## src/rtl/word_chunk_serializer.sv

```systemverilog
// -----------------------------------------------------------------------------
// word_chunk_serializer
//
// Accepts one IN_W-bit word per valid/ready handshake and emits it as NCHUNK
// OUT_W-bit chunks on a second valid/ready handshake. The final chunk of each
// word is flagged with out_last. The word is zero-extended at the top to a
// whole number of chunks. A new word can be accepted in the same cycle that
// the last chunk of the previous word is taken, so a steady stream of words
// leaves no idle cycles between them.
//
// Parameters
//   IN_W       input word width
//   OUT_W      output chunk width
//   MSB_FIRST  0: least-significant chunk first, 1: most-significant first
//
// Ports
//   clk          rising-edge clock
//   rst          asynchronous active-high reset
//   in_valid     input word valid
//   in_ready     word accepted this cycle when in_valid is also high
//   input_data   input word, sampled only on accept
//   out_valid    output chunk valid
//   out_ready    downstream takes the chunk this cycle
//   output_data  current chunk, driven straight from a register
//   out_last     current chunk is the final chunk of its word
// -----------------------------------------------------------------------------
module word_chunk_serializer #(
    parameter int IN_W      = 23,
    parameter int OUT_W     = 5,
    parameter int MSB_FIRST = 0
) (
    input  logic             clk,
    input  logic             rst,
    input  logic             in_valid,
    output logic             in_ready,
    input  logic [IN_W-1:0]  input_data,
    output logic             out_valid,
    input  logic             out_ready,
    output logic [OUT_W-1:0] output_data,
    output logic             out_last
);

    localparam int NCHUNK = (IN_W + OUT_W - 1) / OUT_W;
    localparam int PAD_W  = NCHUNK * OUT_W;
    localparam int IDX_W  = (NCHUNK > 1) ? $clog2(NCHUNK) : 1;
    localparam logic [IDX_W-1:0] LAST_IDX = IDX_W'(NCHUNK - 1);

    localparam logic [0:0] ST_IDLE = 1'b0;
    localparam logic [0:0] ST_SEND = 1'b1;

    logic [0:0]       state_reg, state_next;
    logic [IDX_W-1:0] idx_reg, idx_next;
    logic [PAD_W-1:0] shift_reg, shift_next;
    logic [PAD_W-1:0] padded_word;
    logic [PAD_W-1:0] load_word;
    logic             accept;
    logic             chunk_taken;

    always_comb begin
        padded_word             = '0;
        padded_word[IN_W-1:0]   = input_data;
    end

    // The shift register holds the chunks already in emission order, so the
    // outgoing chunk always sits in the bottom slot and every advance is a
    // plain right shift, whatever the chunk order.
    generate
        for (genvar gi = 0; gi < NCHUNK; gi++) begin : g_order
            localparam int SRC = (MSB_FIRST != 0) ? (NCHUNK - 1 - gi) : gi;
            assign load_word[gi*OUT_W +: OUT_W] = padded_word[SRC*OUT_W +: OUT_W];
        end
    endgenerate

    assign out_valid   = (state_reg == ST_SEND);
    assign out_last    = out_valid && (idx_reg == LAST_IDX);
    assign output_data = shift_reg[OUT_W-1:0];

    // Ready also opens while the last chunk is being taken; this gives
    // zero-bubble word-to-word transfer at the cost of a combinational
    // out_ready -> in_ready path.
    assign in_ready    = (state_reg == ST_IDLE) || (out_valid && out_last && out_ready);
    assign accept      = in_valid && in_ready;
    assign chunk_taken = out_valid && out_ready;

    always_comb begin
        state_next = state_reg;
        idx_next   = idx_reg;
        shift_next = shift_reg;
        if (accept) begin
            state_next = ST_SEND;
            idx_next   = '0;
            shift_next = load_word;
        end else if (chunk_taken) begin
            if (out_last) begin
                state_next = ST_IDLE;
            end else begin
                idx_next   = idx_reg + IDX_W'(1);
                shift_next = shift_reg >> OUT_W;
            end
        end
    end

    always_ff @(posedge clk or posedge rst) begin
        if (rst) begin
            state_reg <= ST_IDLE;
            idx_reg   <= '0;
            shift_reg <= '0;
        end else begin
            state_reg <= state_next;
            idx_reg   <= idx_next;
            shift_reg <= shift_next;
        end
    end

endmodule

```

## config.mk

```make
export PLATFORM = sky130hd
export DESIGN_NAME = word_chunk_serializer
export DESIGN_NICKNAME = d
export VERILOG_FILES = /design/src/rtl/word_chunk_serializer.sv
export SDC_FILE = /design/constraint.sdc
export NUM_CORES = 1
export LEC_CHECK = 0
export BUFFER_PORTS_ARGS = -buffer_cell sky130_fd_sc_hd__buf_2
export CORE_MARGIN = 4
export CORE_UTILIZATION = 51
export CTS_CLUSTER_DIAMETER = 30
export DETAILED_ROUTE_END_ITERATION = 7
export PLACE_DENSITY_LB_ADDON = 0.08
export SYNTH_ARGS = -nofsm -noshare
export SYNTH_HDL_FRONTEND = slang
export SYNTH_SLANG_ARGS = --single-unit
export TNS_END_PERCENT = 50
```

## constraint.sdc

```tcl
create_clock -name clk -period 2.1 [get_ports clk]
set_clock_uncertainty 0.05 [all_clocks]
set_input_delay 0.105 -clock clk [delete_from_list [all_inputs] [get_ports clk]]
set_output_delay 0.105 -clock clk [all_outputs]
set_load 0.02 [all_outputs]
```

[Word-level counts from Yosys, hierarchy flattened]
Cells that the tools add are included.
Word-level totals
  logic and storage cells: 26
  bits in registers: 29
  output and inout bits: 8
  bits of input ports: 27
Operators by class
  eq/ne operators: 2
  multiplexer cells: 9
  bitwise gates (word level): 1
  add/sub/neg operators: 1
  reductions and logical operators: 10
Operator list (number)
  $mux 25: 3
  $mux 3: 3
  $logic_and 1x1->1: 5
  $reduce_and 2->1: 2
  $reduce_bool 2->1: 2
  $add 3x1->3 const B: 1
  $eq 3x3->1 const B: 1
  $mux 1: 3
  $ne 2x1->1 const B: 1
  $logic_or 1x1->1: 1
  $not 1->1: 1

[Depth between registers and ports, before layout]
Gate-level depths: netlist of the first run.
  word-level depth: 8
  mapped depth: 7
  gate-level depth less buffers: 5

[Worst setup path after synthesis of the first run]
OpenSTA, ideal clock, no wires.
  path type: reg2reg
  start: register idx_reg[0]
  end: register shift_reg[10]
  data required time: 1.924 ns
  slack: 0.330 ns
  arrival time: 1.594 ns
  path buffers: 2
  stages on the path, launching flop included: 8
  setup time: 0.126 ns
  clock period less this slack: 1.770 ns
  cells stage by stage: dfrtp_1 inv_1 ha_1 and3b_2 or2_1 buf_6 buf_8 a221o_1
On the way
  longest elaborated chain between the ends: 8
  elaborated cells between the ends (all ways): 10
  classes of those cells: 2 x eq/ne; 1 x mux; 7 x reduce/logical
RTL lines
  start: declaration: RTL line 52  | logic [IDX_W-1:0] idx_reg, idx_next;
  start signal: assignment: RTL line 110  | idx_reg <= idx_next;
  $eq 3x3->1 *: RTL line 75  | assign out_last = out_valid && (idx_reg == LAST_IDX);
  $logic_and 1x1->1 *: RTL line 75
  $logic_and 1x1->1 (2 in series): RTL line 81  | assign in_ready = (state_reg == ST_IDLE) || (out_valid && out_last && out_ready);
  $logic_or 1x1->1: RTL line 81
  $logic_and 1x1->1: RTL line 82  | assign accept = in_valid && in_ready;
  $ne 2x1->1 (no source line) or $reduce_bool 2->1 (tied branches)
  $reduce_and 2->1 (no source line)
  end signal: assignment: RTL line 111  | shift_reg <= shift_next;
  end: declaration: RTL line 53  | logic [PAD_W-1:0] shift_reg, shift_next;
Every way passes the cells marked *; elsewhere a longest branch is shown, timed or not.
A chain may end at the register's enable or synchronous reset.

[Worst setup path in the final report of the first run]
  start: register idx_reg[0]
  end: register shift_reg[16]
Same word-level chain as after synthesis.

==> results of run 1 <==
==> critical path: stages (launching register included) <==
cell	delay (ns)
dfrtp_1	0.38
inv_1	0.06
ha_1	0.23
and3b_2	0.21
or2_1	0.22
buf_4	0.21
a221o_2	0.40
==> cell families (layout without fill, tap and decap cells) <==
logic type,after synthesis,after routing
compound gates,27,27
flops,27,27
simple gates,27,27
fa+ha+maj,2,2
buf+inv,19,72
mux,2,2
==> final timing paths <==
kind,startpoint,to,slack [ns]
max,idx_reg[0],shift_reg[16],0.23
min,out_ready,out_valid,0.30
max reg2reg,idx_reg[0],shift_reg[16],0.23
min reg2reg,shift_reg[20],shift_reg[20],0.47
max in group asynchronous,rst,shift_reg[16],1.42
min in group asynchronous,rst,shift_reg[4],0.31
==> cell type report <==
class / instances / area [sq um]
clock buffer: 3 / 22.5
sequential: 27 / 676
multi-input combinational: 58 / 523
tap: 30 / 37.5
timing repair buffer: 64 / 458
inverter: 4 / 15.0
fill: 203 / 738
clock inverter: 1 / 7.51
==> stage by stage <==
stage                     cell area (sq um)  hold slack (ns)  power (mW)  util, %
after floorplan                        1320            0.108        1.37        -
after global placement                 1460            0.128        1.45     58.9
after detailed placement               1460            0.145        1.48     58.9
after CTS                              1740            0.282        1.74     70.2
after global routing                   1740            0.321        1.85     70.2
final                                  1740            0.300        1.73     70.2
==> where the power goes <==
group | internal, mW | switching (mW)
logic | 0.341 | 0.332
registers | 0.717 | 0.115
clock network | 0.0727 | 0.156
==> metal layers <==
metal | GRT usage [%] | vias up | wire, um
met5 | 0 | - | 0
met4 | 2.91 | 0 | 10
met3 | 3.07 | 2 | 145
met2 | 32.2 | 24 | 1440
met1 | 22.3 | 523 | 1350
li1 | - | 519 | -
==> layout by cell type, fill, tap and decap left out <==
| cell type | n |
|---|---|
| a221o_2 | 5 |
| a21boi_2 | 1 |
| ha_1 | 2 |
| nand2b_1 | 1 |
| or3_2 | 1 |
| dlygate4sd3_1 | 25 |
| clkbuf_4 | 3 |
| or2_1 | 1 |
| and3b_2 | 1 |
| and3_1 | 2 |
| buf_4 | 5 |
| nand2_1 | 2 |
| and4_1 | 17 |
| inv_1 | 4 |
| buf_2 | 34 |
| and4_2 | 1 |
| o31ai_1 | 1 |
| mux2i_1 | 1 |
| dfrtp_1 | 27 |
| a221o_1 | 13 |
| a21oi_1 | 1 |
| nand3_1 | 1 |
| clkinvlp_4 | 1 |
| mux2_2 | 1 |
| a22o_1 | 6 |
==> results.md, run 1 <==
* Synth Warn # at 0
* H-tree depth at 1
* Setup ws final at 0.235 ns
* Compound-gate portion of the synthesized area at 19.7%
* Core Region at 2480 sq um
* HP Class: primary input to flip-flop
* Worst Setup Start Kind: flip-flop
* Vias in the first global route at 1085
* I/O Buffers at 34
* CP required at 2.27 ns
* Post-cts hold buffer count at 25
* DP HPWL at 1830 um
* Lkg Pwr at 0.872 nW
* Die height at 58.8 um
* DR pass1 iterations at 4
* Primary FF master, synth: dfrtp_1
* Remaining global-route overflow at 0
* Async S/R FF share, synth at 100%
* Num rows at 18
* Synth-to-layout area growth at 32.0%
* R2R depth at 6
* Largest family of logic cells by synthesized area: compound AO/OA/AOI/OAI gates
* Non-Filler Instances at 187
* Vias per inst at 5.71
* Setup slack after placement at 0.251 ns
* Dpl cells at 158
* Worst-path fanout max at 25
* Final Max Tran Viols at 0
* Final ANT Viol Nets at 0
* Max FFs per register at 23
* Final period util at 88.8%
* Top cells by count, synth: dfrtp_1 (27), and4_1 (17), a221o_1 (13)
* # setup viols final at 0
* Post-synth EDFFs at 0
* Initial DRC Count at 36
* Final Hold Fails at 0
* Longest Clk Path Bufs at 2
* Count leader, synth: dfrtp_1
* Min Tclk post-route at 1.87 ns
* Resized cells post-CTS at 0
* Arrival time at the worst endpoint at 2.04 ns
* Unrepaired setup endpoints after global routing: false
* WL final at 2940 um
* Initial Util at 53.2%
* Routed vias at 1068
* Synthesized area at 1320 sq um
* Adder-cell area share of the yosys netlist at 1.90%
* Largest net degree at the start of global routing at 28
* Die Width at 58.8 um
* Post-CTS Setup Repair Bufs at 0
* CTS tree: yes
* Flops & latches, synth at 27
* Wire length of the first global-routing pass at 4860 um
* Worst-path clk slew at 0.14 ns
* Die area at 3460 sq um
* Clock sink total at 27
* CTS Buf Count at 3
* # DRC at 0
* Pwr/cell area at 998 nW/um^2
* Synth top area cells: dfrtp_1 (51%), and4_1 (11%), a221o_1 (9.9%)
* Slew headroom at 65.6%
* Syn Inst Count at 104
* Final GP Congestion at 0.734
* Sequential area share after synthesis at 51.3%
* Ports at 35
* Distinct cells, synth at 25
* Pin slew with the least headroom to its limit at 0.514 ns
* Hold path cells at 4
* Status: finished clean
* Root Buffer: clkbuf_4
* Fraction of layout cells with a size suffix above 1 at 33.8%
* GRT Overall Usage at 17.8%
* Synth Area in Simple Gates at 16.2%
* Post-Syn Nets at 133
* Yosys top cell area share at 51.3%
* Synth Area in XOR/XNOR at 0%
* Maximum vdd drop at 0.706 mV
* Clock Latency Late Sink at 0.32 ns
* Synth area leader: dfrtp_1
* Crit Path Class: flip-flop to flip-flop
* Synth Area per Inst at 12.7 sq um
* Layout Nets at 187
* Antenna diode count at 0
* Max_cap viols at 0
* Post-synthesis mux area share at 1.61%
* Routed len/inst at 15.7 um
* Setup_tns at 0 ns
* Initial antenna violation count at 0
* Crit path capture type: flip-flop
* Max Fclk at 0.536 GHz
Power figures use the tool's default switching activity.
==> run 2: changes to the inputs <==
--- a/config.mk
+++ b/config.mk
@@ -7,7 +7,8 @@
 export LEC_CHECK = 0
 export BUFFER_PORTS_ARGS = -buffer_cell sky130_fd_sc_hd__buf_2
 export CORE_MARGIN = 4
-export CORE_UTILIZATION = 51
+export CORE_UTILIZATION = 54
+export CTS_BUF_LIST = sky130_fd_sc_hd__clkbuf_2 sky130_fd_sc_hd__clkbuf_4 sky130_fd_sc_hd__clkbuf_8
 export CTS_CLUSTER_DIAMETER = 30
 export DETAILED_ROUTE_END_ITERATION = 7
 export PLACE_DENSITY_LB_ADDON = 0.08
==> results.md, run 2 (synthesized netlist as in run 1, its figures left out) <==
* Routed len/inst at 15.4 um (-2.2%)
* Most frequent cells in the layout: buf_2 (34), dfrtp_1 (27), dlygate4sd3_1 (25)
* Core Region at 2280 sq um (-8.1%)
* Placed Instance Area at 1450 sq um (-0.69%)
* Fillers at 174 (-14%)
* Clock Latency Late Sink at 0.31 ns (about the same)
* Overall Power at 1.72 mW (-0.77%)
* Status: finished clean
* Most common cell after layout, fill and taps aside: buf_2
* Layout Nets at 186 (-0.53%)
* Pwr/cell area at 996 nW/um^2 (-0.20%)
* GR peak layer: met2
* Met2 usage at 31.8% (-0.40 points)
* Initial DRC Count at 21 (-42%)
* Largest net degree at the start of global routing at 28 (unchanged)
* Remaining global-route overflow at 0 (unchanged)
* Fraction of layout cells with a size suffix above 1 at 33.3% (-0.42 points)
* Arrival time at the worst endpoint at 2.05 ns (about the same)
* Num rows at 17 (-1)
* Final Hold Fails at 0 (unchanged)
* Setup_tns at 0 ns (unchanged)
* Final GP Congestion at 0.733 (-0.14%)
* Max_cap viols at 0 (unchanged)
* R2R depth at 6 (unchanged)
* Initial antenna violation count at 0 (unchanged)
* CTS Buf Count at 3 (unchanged)
* Worst-path clk slew at 0.14 ns (about the same)
* # DRC at 0 (unchanged)
* Worst Setup EP: shift_reg[15]
* Final Max Tran Viols at 0 (unchanged)
* H-tree depth at 1 (unchanged)
* Finished Cell Area at 1730 sq um (-0.58%)
* Max Fclk at 0.531 GHz (-1.0%)
* Slew headroom at 68.8% (+3.2 points)
* Vias per inst at 5.91 (+3.4%)
* Routed vias at 1087 (+1.8%)
* Die height at 57.4 um (-2.4%)
* Pin slew with the least headroom to its limit at 0.466 ns (-0.0479 ns)
* Root Buffer: clkbuf_4
* Setup ws final at 0.215 ns (-0.0198 ns)
* Maximum vdd drop at 0.794 mV (+13%)
* Multi-input gate area at 523 sq um (unchanged)
* Met3 usage at 2.94% (-0.13 points)
* Worst-path fanout max at 25 (unchanged)
* CP startpoint: idx_reg[0]
* GRT Overall Usage at 18.0% (+0.26 points)
* DR pass1 iterations at 4 (unchanged)
* Min Tclk post-route at 1.88 ns (+0.0198 ns)
* CP required at 2.27 ns (about the same)
* Crit Path Class: flip-flop to flip-flop
* WL final at 2830 um (-3.8%)
* Setup slack after placement at 0.237 ns (-0.0144 ns)
* Post-CTS Setup Repair Bufs at 0 (unchanged)
* Hold path cells at 4 (unchanged)
* # setup viols final at 0 (unchanged)
* Min Hold Slack at 0.292 ns (-0.00816 ns)
* Wire length of the first global-routing pass at 4750 um (-2.1%)
* CTS tree: yes
* Unrepaired setup endpoints after global routing: false
* Vias in the first global route at 1124 (+3.6%)
* I/O Buffers at 34 (unchanged)
* Worst Setup Start Kind: flip-flop
* Final ANT Viol Nets at 0 (unchanged)
* Die area at 3290 sq um (-4.8%)
* Die Width at 57.4 um (-2.4%)
* DP HPWL at 1690 um (-7.8%)
* Grt met1 use at 21.2% (-1.1 points)
* Clock sink total at 27 (unchanged)
* FF-to-FF Start: idx_reg[0]
* Final period util at 89.8% (+0.94 points)
* Antenna diode count at 0 (unchanged)
* Reg2Reg Setup Slack at 0.22 ns (-0.02 ns)
* Max FFs per register at 23 (unchanged)
* Synth-to-layout area growth at 31.2%
* Longest Clk Path Bufs at 2 (unchanged)
* Register area at 676 sq um (unchanged)
* HP Class: primary input to flip-flop
* R2r endpoint: shift_reg[15]
* Crit path capture type: flip-flop
* Initial Util at 57.9% (+4.7 points)
* Ports at 35 (unchanged)
* Lkg Pwr at 0.871 nW (-0.11%)
run 2: worst min path at each step:
stage                          from           end  slack [ns]
after floorplan                 rst    idx_reg[0]        0.11
after global placement          rst  shift_reg[2]        0.13
after detailed placement        rst  shift_reg[1]        0.13
after CTS                 out_ready     out_valid        0.26
after global routing      out_ready     out_valid        0.30
final                     out_ready     out_valid        0.29
run 2: timing repair:
action	CTS	global route
hold buffers	25	0
resized for setup	0	0
endpoints found under the hold margin	51	0
run 2: critical path, cell delays in order, from the launching register on:
cell and delay [ns]:
dfrtp_1 0.38, inv_1 0.07, ha_1 0.22, and3b_2 0.21, or2_1 0.23, buf_4 0.22, a221o_2 0.41
run 2: metrics by stage:
stage,std cells,utilization [%]
CTS,184,76.0
floorplan,104,-
detailed placement,155,63.7
global route,184,76.0
finish,184,76.0
global placement,155,63.7
run 2: final cells by class:
| cell class | count | share of cell area (%) |
|---|---|---|
| Inverter | 4 | 0.868 |
| Clock buffer | 4 | 1.74 |
| Multi-Input combinational cell | 58 | 30.2 |
| Sequential cell | 27 | 39.1 |
| Timing Repair Buffer | 63 | 26.0 |
| Tap cell | 28 | 2.03 |
run 2: report_power, final:
part	total (mW)	internal [mW]	switching, mW
Clock	0.234	0.0871	0.146
Combinational	0.661	0.337	0.325
Sequential	0.827	0.717	0.109
Total	1.72	1.14	0.580
run 2: routing by layer:
metal,vias up,part of all wire (%)
met5,-,0
met4,0,1.3
met3,4,6.4
met2,33,48
met1,530,45
li1,520,-
